**src/rtl/tdm_mux_scanner_pkg.sv**
```systemverilog
`default_nettype none
// +----------------------------------------------------------------------+
// | mux_pkg : shared mode constants and FSM state type for tdm_mux_scanner |
// | Revision : 1.0                                                        |
// +----------------------------------------------------------------------+
package mux_pkg;

  localparam logic MODE_MANUAL = 1'b0;
  localparam logic MODE_SCAN   = 1'b1;

  // Wide enough for the largest legal dwell (65535 cycles)
  localparam int DWELL_CNT_W = 16;

  typedef enum logic [1:0] {
    MANUAL     = 2'd0,
    SCAN_START = 2'd1,
    SCAN       = 2'd2
  } state_e;

endpackage
`default_nettype wire

```
**src/rtl/tdm_mux_scanner_if.sv**
```systemverilog
`default_nettype none
// +----------------------------------------------------------------------+
// | tdm_mux_scanner_if : source-side inputs and registered mux outputs     |
// | Revision : 1.0                                                        |
// +----------------------------------------------------------------------+
interface tdm_mux_scanner_if #(
  parameter int WIDTH    = 8,
  parameter int CHANNELS = 8,
  parameter int SEL_W    = $clog2(CHANNELS)
) ();

  logic                      mode;
  logic [SEL_W-1:0]          sel_in;
  logic [CHANNELS*WIDTH-1:0] din;
  logic [CHANNELS-1:0]       ch_en;
  logic                      hold;
  logic [WIDTH-1:0]          dout;
  logic [SEL_W-1:0]          dout_ch;
  logic                      dout_valid;
  logic                      scan_wrap;

  modport master (
    output mode, sel_in, din, ch_en, hold,
    input  dout, dout_ch, dout_valid, scan_wrap
  );

  modport slave (
    input  mode, sel_in, din, ch_en, hold,
    output dout, dout_ch, dout_valid, scan_wrap
  );

endinterface
`default_nettype wire

```
**src/rtl/tdm_mux_scanner_next_ch_finder.sv**
```systemverilog
`default_nettype none
// +----------------------------------------------------------------------+
// | mux_next_ch_finder : rotating priority encoder, next enabled channel  |
// | strictly above ptr; wrap set when the search passes CHANNELS-1.       |
// | Revision : 1.0                                                        |
// +----------------------------------------------------------------------+
module mux_next_ch_finder
  import mux_pkg::*;
#(
  parameter int CHANNELS = 8,
  parameter int SEL_W    = $clog2(CHANNELS)
) (
  input  logic [CHANNELS-1:0] ch_en,
  input  logic [SEL_W-1:0]    ptr,
  output logic [SEL_W-1:0]    next_ch,
  output logic                wrap,
  output logic                any_enabled
);

  always_comb begin
    int               w_idx;
    logic [SEL_W-1:0] w_idx_s;
    next_ch     = ptr;
    wrap        = 1'b0;
    any_enabled = 1'b0;
    w_idx       = 0;
    w_idx_s     = '0;
    // Offset CHANNELS lands back on ptr itself, covering the single-channel case
    for (int i = 1; i <= CHANNELS; i++) begin
      w_idx = int'(ptr) + i;
      if (w_idx >= CHANNELS) begin
        w_idx = w_idx - CHANNELS;
      end
      w_idx_s = SEL_W'(w_idx);
      if (!any_enabled && ch_en[w_idx_s]) begin
        any_enabled = 1'b1;
        next_ch     = w_idx_s;
        wrap        = (int'(ptr) + i >= CHANNELS);
      end
    end
  end

endmodule
`default_nettype wire

```
**src/rtl/tdm_mux_scanner.sv**
```systemverilog
`default_nettype none
// +----------------------------------------------------------------------+
// | tdm_mux_scanner : registered N:1 word mux, manual select or dwell scan |
// | Revision : 1.0                                                        |
// +----------------------------------------------------------------------+
module tdm_mux_scanner
  import mux_pkg::*;
#(
  parameter int WIDTH    = 8,
  parameter int CHANNELS = 8,
  parameter int SEL_W    = $clog2(CHANNELS),
  parameter int DWELL    = 4
) (
  input logic               clk,
  input logic               rst,
  tdm_mux_scanner_if.slave  bus
);

  localparam int                     c_slots      = 1 << SEL_W;
  localparam logic [SEL_W-1:0]       c_top_ch     = SEL_W'(CHANNELS - 1);
  localparam logic [DWELL_CNT_W-1:0] c_dwell_last = DWELL_CNT_W'(DWELL - 1);

  state_e                 r_state;
  logic [SEL_W-1:0]       r_ptr;
  logic [DWELL_CNT_W-1:0] r_cnt;
  logic [WIDTH-1:0]       r_dout;
  logic [SEL_W-1:0]       r_dout_ch;
  logic                   r_valid;
  logic                   r_wrap;

  logic [WIDTH-1:0] w_words [c_slots];
  logic [c_slots-1:0] w_en_pad;
  logic [SEL_W-1:0] w_next;
  logic             w_wrap;
  logic             w_any;
  logic [SEL_W-1:0] w_lo_next;
  logic             w_lo_wrap;
  logic             w_lo_any;
  logic [WIDTH-1:0] w_man_dout;
  logic             w_man_valid;
  logic             w_ptr_en;

  // Select space padded to a power of two; unused slots read as disabled zero
  generate
    for (genvar k = 0; k < c_slots; k++) begin : g_slot
      if (k < CHANNELS) begin : g_real
        assign w_words[k]  = bus.din[k*WIDTH +: WIDTH];
        assign w_en_pad[k] = bus.ch_en[k];
      end else begin : g_pad
        assign w_words[k]  = '0;
        assign w_en_pad[k] = 1'b0;
      end
    end
  endgenerate

  assign w_man_dout  = w_words[bus.sel_in];
  assign w_man_valid = w_en_pad[bus.sel_in];
  assign w_ptr_en    = w_en_pad[r_ptr];

  mux_next_ch_finder #(
    .CHANNELS (CHANNELS),
    .SEL_W    (SEL_W)
  ) u_next (
    .ch_en       (bus.ch_en),
    .ptr         (r_ptr),
    .next_ch     (w_next),
    .wrap        (w_wrap),
    .any_enabled (w_any)
  );

  // Seeding the search at the top index yields the lowest enabled channel
  mux_next_ch_finder #(
    .CHANNELS (CHANNELS),
    .SEL_W    (SEL_W)
  ) u_lowest (
    .ch_en       (bus.ch_en),
    .ptr         (c_top_ch),
    .next_ch     (w_lo_next),
    .wrap        (w_lo_wrap),
    .any_enabled (w_lo_any)
  );

  // Scan outputs always describe the pointer value being loaded on this edge
  always_ff @(posedge clk or posedge rst) begin
    if (rst) begin
      r_state   <= MANUAL;
      r_ptr     <= '0;
      r_cnt     <= '0;
      r_dout    <= '0;
      r_dout_ch <= '0;
      r_valid   <= 1'b0;
      r_wrap    <= 1'b0;
    end else begin
      case (r_state)
        MANUAL: begin
          r_dout    <= w_man_dout;
          r_dout_ch <= bus.sel_in;
          r_valid   <= w_man_valid;
          r_wrap    <= 1'b0;
          if (bus.mode == MODE_SCAN) begin
            r_state <= SCAN_START;
          end
        end
        SCAN_START: begin
          r_state <= SCAN;
          r_cnt   <= '0;
          r_wrap  <= 1'b0;
          // A search from the top index always wraps when it finds anything
          if (w_lo_any && w_lo_wrap) begin
            r_ptr     <= w_lo_next;
            r_dout    <= w_words[w_lo_next];
            r_dout_ch <= w_lo_next;
            r_valid   <= 1'b1;
          end else begin
            r_dout    <= '0;
            r_dout_ch <= r_ptr;
            r_valid   <= 1'b0;
          end
        end
        SCAN: begin
          if (bus.mode == MODE_MANUAL) begin
            r_state   <= MANUAL;
            r_dout    <= w_man_dout;
            r_dout_ch <= bus.sel_in;
            r_valid   <= w_man_valid;
            r_wrap    <= 1'b0;
          end else if (!w_any) begin
            r_cnt     <= '0;
            r_dout    <= '0;
            r_dout_ch <= r_ptr;
            r_valid   <= 1'b0;
            r_wrap    <= 1'b0;
          end else if (!w_ptr_en) begin
            // Lost channel: skip ahead at once, flag the transition word invalid
            r_ptr     <= w_next;
            r_cnt     <= '0;
            r_dout    <= w_words[w_next];
            r_dout_ch <= w_next;
            r_valid   <= 1'b0;
            r_wrap    <= w_wrap;
          end else if (bus.hold) begin
            r_dout    <= w_words[r_ptr];
            r_dout_ch <= r_ptr;
            r_valid   <= 1'b1;
            r_wrap    <= 1'b0;
          end else if (r_cnt == c_dwell_last) begin
            r_ptr     <= w_next;
            r_cnt     <= '0;
            r_dout    <= w_words[w_next];
            r_dout_ch <= w_next;
            r_valid   <= 1'b1;
            r_wrap    <= w_wrap;
          end else begin
            r_cnt     <= r_cnt + 1'b1;
            r_dout    <= w_words[r_ptr];
            r_dout_ch <= r_ptr;
            r_valid   <= 1'b1;
            r_wrap    <= 1'b0;
          end
        end
        default: begin
          r_state <= MANUAL;
        end
      endcase
    end
  end

  assign bus.dout       = r_dout;
  assign bus.dout_ch    = r_dout_ch;
  assign bus.dout_valid = r_valid;
  assign bus.scan_wrap  = r_wrap;

endmodule
`default_nettype wire

```
**src/flat_wrapper.sv**
```systemverilog
// flat-port wrapper written by rule: the top's interface ports become plain ports
module tdm_mux_scanner_flat import mux_pkg::*;
#(
  parameter int WIDTH    = 8,
  parameter int CHANNELS = 8,
  parameter int SEL_W    = $clog2(CHANNELS),
  parameter int DWELL    = 4
)
  (clk, rst, bus_mode, bus_sel_in, bus_din, bus_ch_en, bus_hold, bus_dout, bus_dout_ch, bus_dout_valid, bus_scan_wrap);
  tdm_mux_scanner_if #(.WIDTH(WIDTH), .CHANNELS(CHANNELS), .SEL_W(SEL_W)) bus_i ();
  input logic clk;
  input logic rst;
  input wire logic [$bits(bus_i.mode)-1:0] bus_mode;
  input wire logic [$bits(bus_i.sel_in)-1:0] bus_sel_in;
  input wire logic [$bits(bus_i.din)-1:0] bus_din;
  input wire logic [$bits(bus_i.ch_en)-1:0] bus_ch_en;
  input wire logic [$bits(bus_i.hold)-1:0] bus_hold;
  output wire logic [$bits(bus_i.dout)-1:0] bus_dout;
  output wire logic [$bits(bus_i.dout_ch)-1:0] bus_dout_ch;
  output wire logic [$bits(bus_i.dout_valid)-1:0] bus_dout_valid;
  output wire logic [$bits(bus_i.scan_wrap)-1:0] bus_scan_wrap;
  assign bus_i.mode = bus_mode;
  assign bus_i.sel_in = bus_sel_in;
  assign bus_i.din = bus_din;
  assign bus_i.ch_en = bus_ch_en;
  assign bus_i.hold = bus_hold;
  assign bus_dout = bus_i.dout;
  assign bus_dout_ch = bus_i.dout_ch;
  assign bus_dout_valid = bus_i.dout_valid;
  assign bus_scan_wrap = bus_i.scan_wrap;
  tdm_mux_scanner #(.WIDTH(WIDTH), .CHANNELS(CHANNELS), .SEL_W(SEL_W), .DWELL(DWELL)) u_core (.clk(clk), .rst(rst), .bus(bus_i));
endmodule
```
**config.mk**
```make
export PLATFORM = sky130hd
export DESIGN_NAME = tdm_mux_scanner_flat
export DESIGN_NICKNAME = d
export VERILOG_FILES = /design/src/rtl/tdm_mux_scanner_pkg.sv /design/src/rtl/tdm_mux_scanner_if.sv /design/src/rtl/tdm_mux_scanner_next_ch_finder.sv /design/src/rtl/tdm_mux_scanner.sv /design/src/flat_wrapper.sv
export SDC_FILE = /design/constraint.sdc
export NUM_CORES = 1
export LEC_CHECK = 0
export ABC_CLOCK_PERIOD_IN_PS = 5400
export CORE_MARGIN = 1.5
export CORE_UTILIZATION = 45
export CTS_BUF_LIST = sky130_fd_sc_hd__clkbuf_2 sky130_fd_sc_hd__clkbuf_4 sky130_fd_sc_hd__clkbuf_8
export DETAILED_ROUTE_END_ITERATION = 16
export PLACE_DENSITY = 0.72
export SYNTH_ARGS = -nofsm -noshare
export SYNTH_HDL_FRONTEND = slang
export SYNTH_SLANG_ARGS = --single-unit
```
**constraint.sdc**
```tcl
create_clock -name clk -period 5.4 [get_ports clk]
set_clock_uncertainty 0.05 [all_clocks]
set_input_delay 1.08 -clock clk [delete_from_list [all_inputs] [get_ports clk]]
set_output_delay 1.08 -clock clk [all_outputs]
set_load 0.02 [all_outputs]
```
Word-level counts from Yosys, hierarchy flattened
Index checks and enable logic that the tools add are counted.
{"block": "word_totals", "register_bits": 34, "input_bits": 79, "output_inout_bits": 13, "word_cells": 209}
{"block": "classes", "bitwise": 4, "n_lt_le_gt_ge": 22, "n_reduce_logical": 36, "n_addsub": 17, "muxes": 116, "eq_ne": 7}
{"cell": "2-to-1 mux 8 bit", "count": 14}
{"cell": "binary-select mux 8 bit (select 3 bit)", "count": 4}
{"cell": "2-to-1 mux 3 bit", "count": 31}
{"cell": "2-to-1 mux 16 bit", "count": 5}
{"cell": ">= comparator 4 bit, second input constant", "count": 11}
{"cell": "2-to-1 mux 1 bit", "count": 43}
{"cell": "less-than comparator 3 x 4 -> 1 bit, second input constant", "count": 10}
{"cell": "one-hot mux 16 bit (2 select lines)", "count": 1}
{"cell": "binary-select mux 1 bit (select 3 bit)", "count": 10}
{"cell": "one-hot mux 8 bit (3 select lines)", "count": 1}
{"cell": "subtractor 3 x 1 -> 3 bit, second input constant", "count": 8}
{"cell": "adder 16 x 1 -> 16 bit, second input constant", "count": 1}
{"cell": "adder 3 x 3 -> 4 bit, second input constant", "count": 4}
{"cell": "equality test 16 x 2 -> 1 bit, second input constant", "count": 1}
{"cell": "inverter 3 -> 4 bit", "count": 4}
{"cell": "logical AND 1 bit", "count": 14}
{"cell": "logical NOT 1 bit", "count": 14}
{"cell": "one-hot mux 3 bit (3 select lines)", "count": 1}
{"cell": "adder 3 x 2 -> 4 bit, second input constant", "count": 2}
{"cell": "!= test 2 bit, second input constant", "count": 3}
{"cell": "one-hot mux 2 bit (3 select lines)", "count": 1}
{"cell": "one-hot mux 3 bit (2 select lines)", "count": 1}
{"cell": "adder 3 x 4 -> 5 bit, second input constant", "count": 1}
{"cell": ">= comparator 5 x 4 -> 1 bit, second input constant", "count": 1}
{"cell": "other kinds (13)", "count": 16}

Longest topological paths before layout
{"block": "depth", "ltp_word": 37, "mapped_depth": 16, "depth_no_buf": 12}

Modules after synthesis
From an unflattened synthesis, not the netlist that was laid out.
{"block": "unflattened", "cells_unflattened": 616, "area_unflattened_um2": 6082.1}
{"mod": "tdm_mux_scanner", "n_inst": 1, "cells_each": 390, "area_per_inst_um2": 4155.2, "seq_area_each_um2": 850.8}
{"mod": "mux_next_ch_finder", "n_inst": 2, "cells_each": 113, "area_per_inst_um2": 963.4, "seq_area_each_um2": 0.0}

Least setup slack after synthesis
No wires, ideal clock.
{"block": "synth_timing", "path_kind": "flip-flop to flip-flop", "from": "register u_core.r_ptr[1]", "to": "register u_core.r_dout[4], in the netlist u_core.bus.dout[4]", "synth_period_minus_slack_ps": 4218, "setup_ps": 125, "path_slack_ps": 1182, "path_stages_with_launch": 15, "required_ps": 5225, "arrival_time_ps": 4043, "path_buffers": 2, "path_cell_list": "dfrtp_1 -> clkbuf_1 -> inv_1 -> ha_1 -> clkbuf_1 -> mux2_2 -> mux2_2 -> o221ai_1 -> or4b_4 -> a2111o_1 -> o211a_2 -> nor2_4 -> mux4_2 -> o2111ai_1 -> o21ai_1"}
{"block": "synth_between", "elab_chain_cells": 37, "elab_cells_between_ends": 94, "cone_classes": "add/sub (16); order compare (8); mux (54); bitwise (2); reduce/logical (14)"}
{"item": "from (decl)", "line_no": "tdm_mux_scanner.sv:24", "rtl": "logic [SEL_W-1:0] r_ptr;"}
{"item": "from (signal assigned)", "line_no": "tdm_mux_scanner.sv:110", "rtl": "r_ptr <= w_lo_next;"}
{"item": "from (signal assigned)", "line_no": "tdm_mux_scanner.sv:135", "rtl": "r_ptr <= w_next;"}
{"item": "from (signal assigned)", "line_no": "tdm_mux_scanner.sv:147", "rtl": "r_ptr <= w_next;"}
{"item": "adder 3 x 1 -> 4 bit", "line_no": "tdm_mux_scanner_next_ch_finder.sv:30", "rtl": "w_idx = int'(ptr) + i;"}
{"item": ">= comparator 4 bit or subtractor 3 x 1 -> 3 bit (tied branches)", "line_no": "tdm_mux_scanner_next_ch_finder.sv:31, tdm_mux_scanner_next_ch_finder.sv:32"}
{"item": "2-to-1 mux 3 bit", "line_no": "tdm_mux_scanner_next_ch_finder.sv:31", "rtl": "if (w_idx >= CHANNELS) begin"}
{"item": "binary-select mux 1 bit (select 3 bit)", "line_no": "tdm_mux_scanner_next_ch_finder.sv:35", "rtl": "if (!any_enabled && ch_en[w_idx_s]) begin"}
{"item": "2-to-1 mux 1 bit (implied by the code)", "line_no": "tdm_mux_scanner_next_ch_finder.sv:35"}
{"item": "2-to-1 mux 1 bit", "line_no": "tdm_mux_scanner_next_ch_finder.sv:35"}
{"item": "logical NOT 1 bit", "line_no": "tdm_mux_scanner_next_ch_finder.sv:35"}
{"item": "logical AND 1 bit", "line_no": "tdm_mux_scanner_next_ch_finder.sv:35"}
{"item": "[... 20 more ...]"}
{"item": "binary-select mux 8 bit (select 3 bit)", "line_no": "tdm_mux_scanner.sv:137, tdm_mux_scanner.sv:149"}
{"item": "2-to-1 mux 8 bit (implied by the code) (2 in series)", "line_no": "tdm_mux_scanner.sv:137, tdm_mux_scanner.sv:149"}
{"item": "2-to-1 mux 8 bit", "line_no": "tdm_mux_scanner.sv:146", "rtl": "end else if (r_cnt == c_dwell_last) begin"}
{"item": "2-to-1 mux 8 bit", "line_no": "tdm_mux_scanner.sv:141", "rtl": "end else if (bus.hold) begin"}
{"item": "2-to-1 mux 8 bit", "line_no": "tdm_mux_scanner.sv:133", "rtl": "end else if (!w_ptr_en) begin"}
{"item": "2-to-1 mux 8 bit *", "line_no": "tdm_mux_scanner.sv:127", "rtl": "end else if (!w_any) begin"}
{"item": "2-to-1 mux 8 bit *", "line_no": "tdm_mux_scanner.sv:121", "rtl": "if (bus.mode == MODE_MANUAL) begin"}
{"item": "one-hot mux 8 bit (3 select lines) *", "line_no": "tdm_mux_scanner.sv:94", "rtl": "case (r_state)"}
{"item": "to (signal assigned)", "line_no": "tdm_mux_scanner.sv:96", "rtl": "r_dout <= w_man_dout;"}
{"item": "to (signal assigned)", "line_no": "tdm_mux_scanner.sv:123", "rtl": "r_dout <= w_man_dout;"}
{"item": "to (signal assigned)", "line_no": "tdm_mux_scanner.sv:137", "rtl": "r_dout <= w_words[w_next];"}
{"item": "to (decl)", "line_no": "tdm_mux_scanner.sv:26", "rtl": "logic [WIDTH-1:0] r_dout;"}
Mark *: on every way between the ends. The rest lies on a longest branch, timed or not. The select of a mux whose other input is x is not followed.
A chain may end at the register's enable or synchronous reset.

Worst setup path after layout
{"block": "layout_timing", "from": "input bus_ch_en[2]", "to": "register u_core.r_ptr[2]"}
{"block": "layout_between", "elab_chain_cells": 30, "elab_cells_between_ends": 78, "cone_classes": "mux (53); reduce/logical (25)"}
{"item": "from (decl)", "line_no": "flat_wrapper.sv:16", "rtl": "input wire logic [$bits(bus_i.ch_en)-1:0] bus_ch_en;"}
{"item": "binary-select mux 1 bit (select 3 bit)", "line_no": "tdm_mux_scanner_next_ch_finder.sv:35"}
{"item": "2-to-1 mux 1 bit (implied by the code)", "line_no": "tdm_mux_scanner_next_ch_finder.sv:35"}
{"item": "2-to-1 mux 1 bit", "line_no": "tdm_mux_scanner_next_ch_finder.sv:35"}
{"item": "logical NOT 1 bit", "line_no": "tdm_mux_scanner_next_ch_finder.sv:35"}
{"item": "logical AND 1 bit", "line_no": "tdm_mux_scanner_next_ch_finder.sv:35"}
{"item": "2-to-1 mux 1 bit", "line_no": "tdm_mux_scanner_next_ch_finder.sv:35"}
{"item": "logical NOT 1 bit", "line_no": "tdm_mux_scanner_next_ch_finder.sv:35"}
{"item": "logical AND 1 bit", "line_no": "tdm_mux_scanner_next_ch_finder.sv:35"}
{"item": "[... 12 more ...]"}
{"item": "2-to-1 mux 1 bit", "line_no": "tdm_mux_scanner_next_ch_finder.sv:35"}
{"item": "logical NOT 1 bit", "line_no": "tdm_mux_scanner_next_ch_finder.sv:35"}
{"item": "logical AND 1 bit", "line_no": "tdm_mux_scanner_next_ch_finder.sv:35"}
{"item": "2-to-1 mux 3 bit", "line_no": "tdm_mux_scanner_next_ch_finder.sv:35"}
{"item": "2-to-1 mux 3 bit", "line_no": "tdm_mux_scanner.sv:146"}
{"item": "2-to-1 mux 3 bit (3 in series)"}
{"item": "2-to-1 mux 3 bit", "line_no": "tdm_mux_scanner.sv:121"}
{"item": "one-hot mux 3 bit (2 select lines) *", "line_no": "tdm_mux_scanner.sv:94"}
Marked as above.

==> flow_summary_export.csv <==
group,metric,value,unit
sta,fmax,0.213,GHz
worst_setup_path,worst_ep_required_time,5510,ps
min_path,hold_path_end,"u_core.bus.scan_wrap",
worst_setup_path,cp-start-kind,"input pin",
die,num_rows,39,
pwr,ir_drop,0.275,mV
worst_setup_path,cp_num_buf_inv,1,
synth,netlist_top_cells_area,"mux4_2, dfrtp_1, nand2_1, mux2_2, nand3_1",
worst_setup_path,max_stage_delay,660,ps
worst_setup_path,critPathArrivalTime,4810,ps
sta,slew_headroom,24.3,%
cts,cts_buffers,5,
synth,syn-instance-count,611,
synth,synth_xor_area_share,3.19,%
cts,worstSkewPairLatency,300,ps
worst_setup_path,timing.rr.end,"u_core.r_ptr[2]",
cts,postCtsSetupBuffers,0,
cts,cts.sinks,34,
global_route,antenna_found_initial,0,
min_path,min_path_cells,2,
sta,slew_viol_final,0,
synth,synthesis.nets,704,
min_path,worstHoldStart,"u_core.bus.scan_wrap",
synth,synth-simple-area-share,22.6,%
cts,htreeDepth,2,
outcome,outcome,"completed",
layout,stdcell_count,822,
worst_setup_path,cp_max_fo,15,
cts,cts_max_path_buffers,2,
synth,yosys_warnings,0,
synth,synth_area_per_cell,8.61,sq um
die,die_area,12300,sq um
global_route,overflow,0,
die,core_area,11400,sq um
min_path,hold_class,"register to register",
synth,synthMuxAreaShare,31.5,%
pwr,cellLeakagePower,0.00245,uW
synth,synth_top_family_by_area,"multiplexers",
die,start_util,46.1,%
die,io_pins,92,
sta,max_slew.worst_pin.slew,1130,ps
synth,ys_seq_area_share,16.2,%
cts,cts_root_buf,"clkbuf_8",
job,drv_cap,0,
global_route,grt_max_degree,41,
global_route,grt_pass1_wl,28.4,mm
synth,synth_commonest_cells,"nand2_1, mux4_2, nor2_1, nand3_1, dfrtp_1",
placed_design,dp_cells,814,
worst_setup_path,reg2reg_setup_slack,860,ps
global_route,grt_util_met1,39.1,%
synth,synth_edf_count,0,
global_route,grt.total_usage,28.2,%
cts,clk_pin_slew_worst_paths,70,ps
die,fp.dieW,111,um
layout,stdcell_area,6370,sq um
routing,drt_iter0_drc,693,
synth,synthAdderAreaFrac,3.33,%
sta,tns,0,ps
worst_setup_path,cp-startpoint,"bus_ch_en[2]",
routing,vias,5593,
worst_setup_path,reg2reg_depth,12,
routing,dr.pass1.iters,5,
cts,postCtsHoldBufs,0,
global_route,met2_usage,45.2,%
pwr,power.total,3840,uW
synth,ys_ff_latch,34,
global_route,grt_pass1_vias,5499,
worst_setup_path,path_cells,"clkdlybuf4s50_1, mux4_1, mux2_2, or4b_4, o311ai_2, nand3_2, or2_2, o21ai_0, a31oi_1",
synth,syn_area,5260,sq um
synth,synth_top_area_share,22.7,%
sta,period_needed,4690,ps
global_route,use_met3,3.50,%
routing,wl_per_cell,21.1,um
worst_setup_path,r2r_start,"u_core.r_ptr[0]",
layout,n_antenna_cell,0,
layout,nets,771,
cts,cts_tree,"done",
routing,drc,0,
worst_setup_path,worst_path_dominant_cell_family,"simple AND/OR/NAND/NOR gates",
layout,areaGrowthSynthToFinish,21.2,%
cts,post_cts_resized,0,
synth,synth_top_cell_by_area,"mux4_2",
routing,wl,17.4,mm
worst_setup_path,endpoint_kind,"register",
layout,drive_above_1_share,17.1,%
routing,antenna_left,0,
die,die-height,111,um
global_route,top_usage_layer,"met2",
placed_design,placed_area,6280,sq um
placed_design,dpl.hpwl,12.6,mm
pwr,power_density,602,nW/um^2
synth,yosysMostFrequentCell,"nand2_1",
placed_design,io_buffers,91,
sta,fin_crit_sh,86.9,%
worst_setup_path,worstSetupPathType,"input pin to register",
sta,rsz0062_at_grt,"false",
routing,vias_per_cell,6.80,
sta,setup_viol,0,
synth,synth_compound_area_share,18.0,%
synth,synth_flop_cell,"dfrtp_1",
synth,synth.distinct_cells,69,
synth,synthArstFlopShare,100,%
sta,final_hold_viol_count,0,
placed_design,place.gp.congestion,0.957,
sta,holdWs,452,ps
worst_setup_path,cpMaxStageDelayCell,"mux4_1",
-- final cells by class --
type                            count  area (sq um)
Tap cell                          143           179
Inverter                           17          63.8
Clock inverter                      1          5.00
Clock buffer                        7          90.1
Timing Repair Buffer              107          1030
Fill cell                        1043          5040
Multi-Input combinational cell    513          4150
Sequential cell                    34           852
-- through the flow --
stage,setup slack [ps],util (%)
floorplan,1180,-
global placement,542,55.0
detailed placement,450,55.0
CTS,755,55.8
global route,568,55.8
finish,706,55.8
-- worst max-delay path by stage --
stage,end,cells after the start
after floorplan,u_core.bus.dout[4],14
after global placement,u_core.r_ptr[2],9
after detailed placement,u_core.r_ptr[2],9
after CTS,u_core.r_ptr[2],9
after global routing,u_core.r_ptr[2],9
final,u_core.r_ptr[2],9
-- flip-flops by register name, summed over array words and instances, names as in the netlist --
name and count:
u_core.r_ptr 3, u_core.r_cnt 16, u_core.bus.dout_ch 3, u_core.bus.dout_valid 1, u_core.r_state 2, u_core.bus.dout 8
u_core.bus.scan_wrap 1
-- cells by family (layout without fill, tap and decap cells) --
logic type                 Yosys count  count (layout)
and+or+nand+nor                    255             255
xor gates and xnor gates            17              17
DFF                                 34              34
adders and majority gates           14              14
muxes                               91              91
AOI/OAI and AO/OA                  136             136
buffers and inverters               64             132
-- placed cells by master, fill, tap and decap left out, drive strengths merged, types with 14 or more instances in the layout --
cell,count
mux4,56
o21ai,33
o22ai,15
mux2,19
nand3,40
inv,17
clkdlybuf4s50,91
a21oi,17
buf,16
dfrtp,34
mux2i,16
ha,14
a311oi,15
nor2,45
nand2,115
-- routing by layer --
| layer | vias to the layer above | wire [um] |
|---|---|---|
| met5 | - | 0 |
| met4 | 0 | 603 |
| met3 | 60 | 1550 |
| met2 | 360 | 8100 |
| met1 | 2696 | 7100 |
| li1 | 2477 | - |
-- power breakdown --
group          total [uW]  switching [uW]  internal [uW]
logic                3250            1810           1440
clock network         209             101            108
registers             379            53.4            326
-- worst register-to-register path, cell delays in order (launching register included) --
cell	delay, ps
dfrtp_2	360
inv_1	140
ha_1	760
mux2_2	430
mux2_2	270
o221ai_1	210
buf_4	190
or4b_4	530
o311ai_2	300
nand3_2	390
or2_2	460
o21ai_0	190
a31oi_1	110
Note: power is estimated with default switching activity, not from simulation.
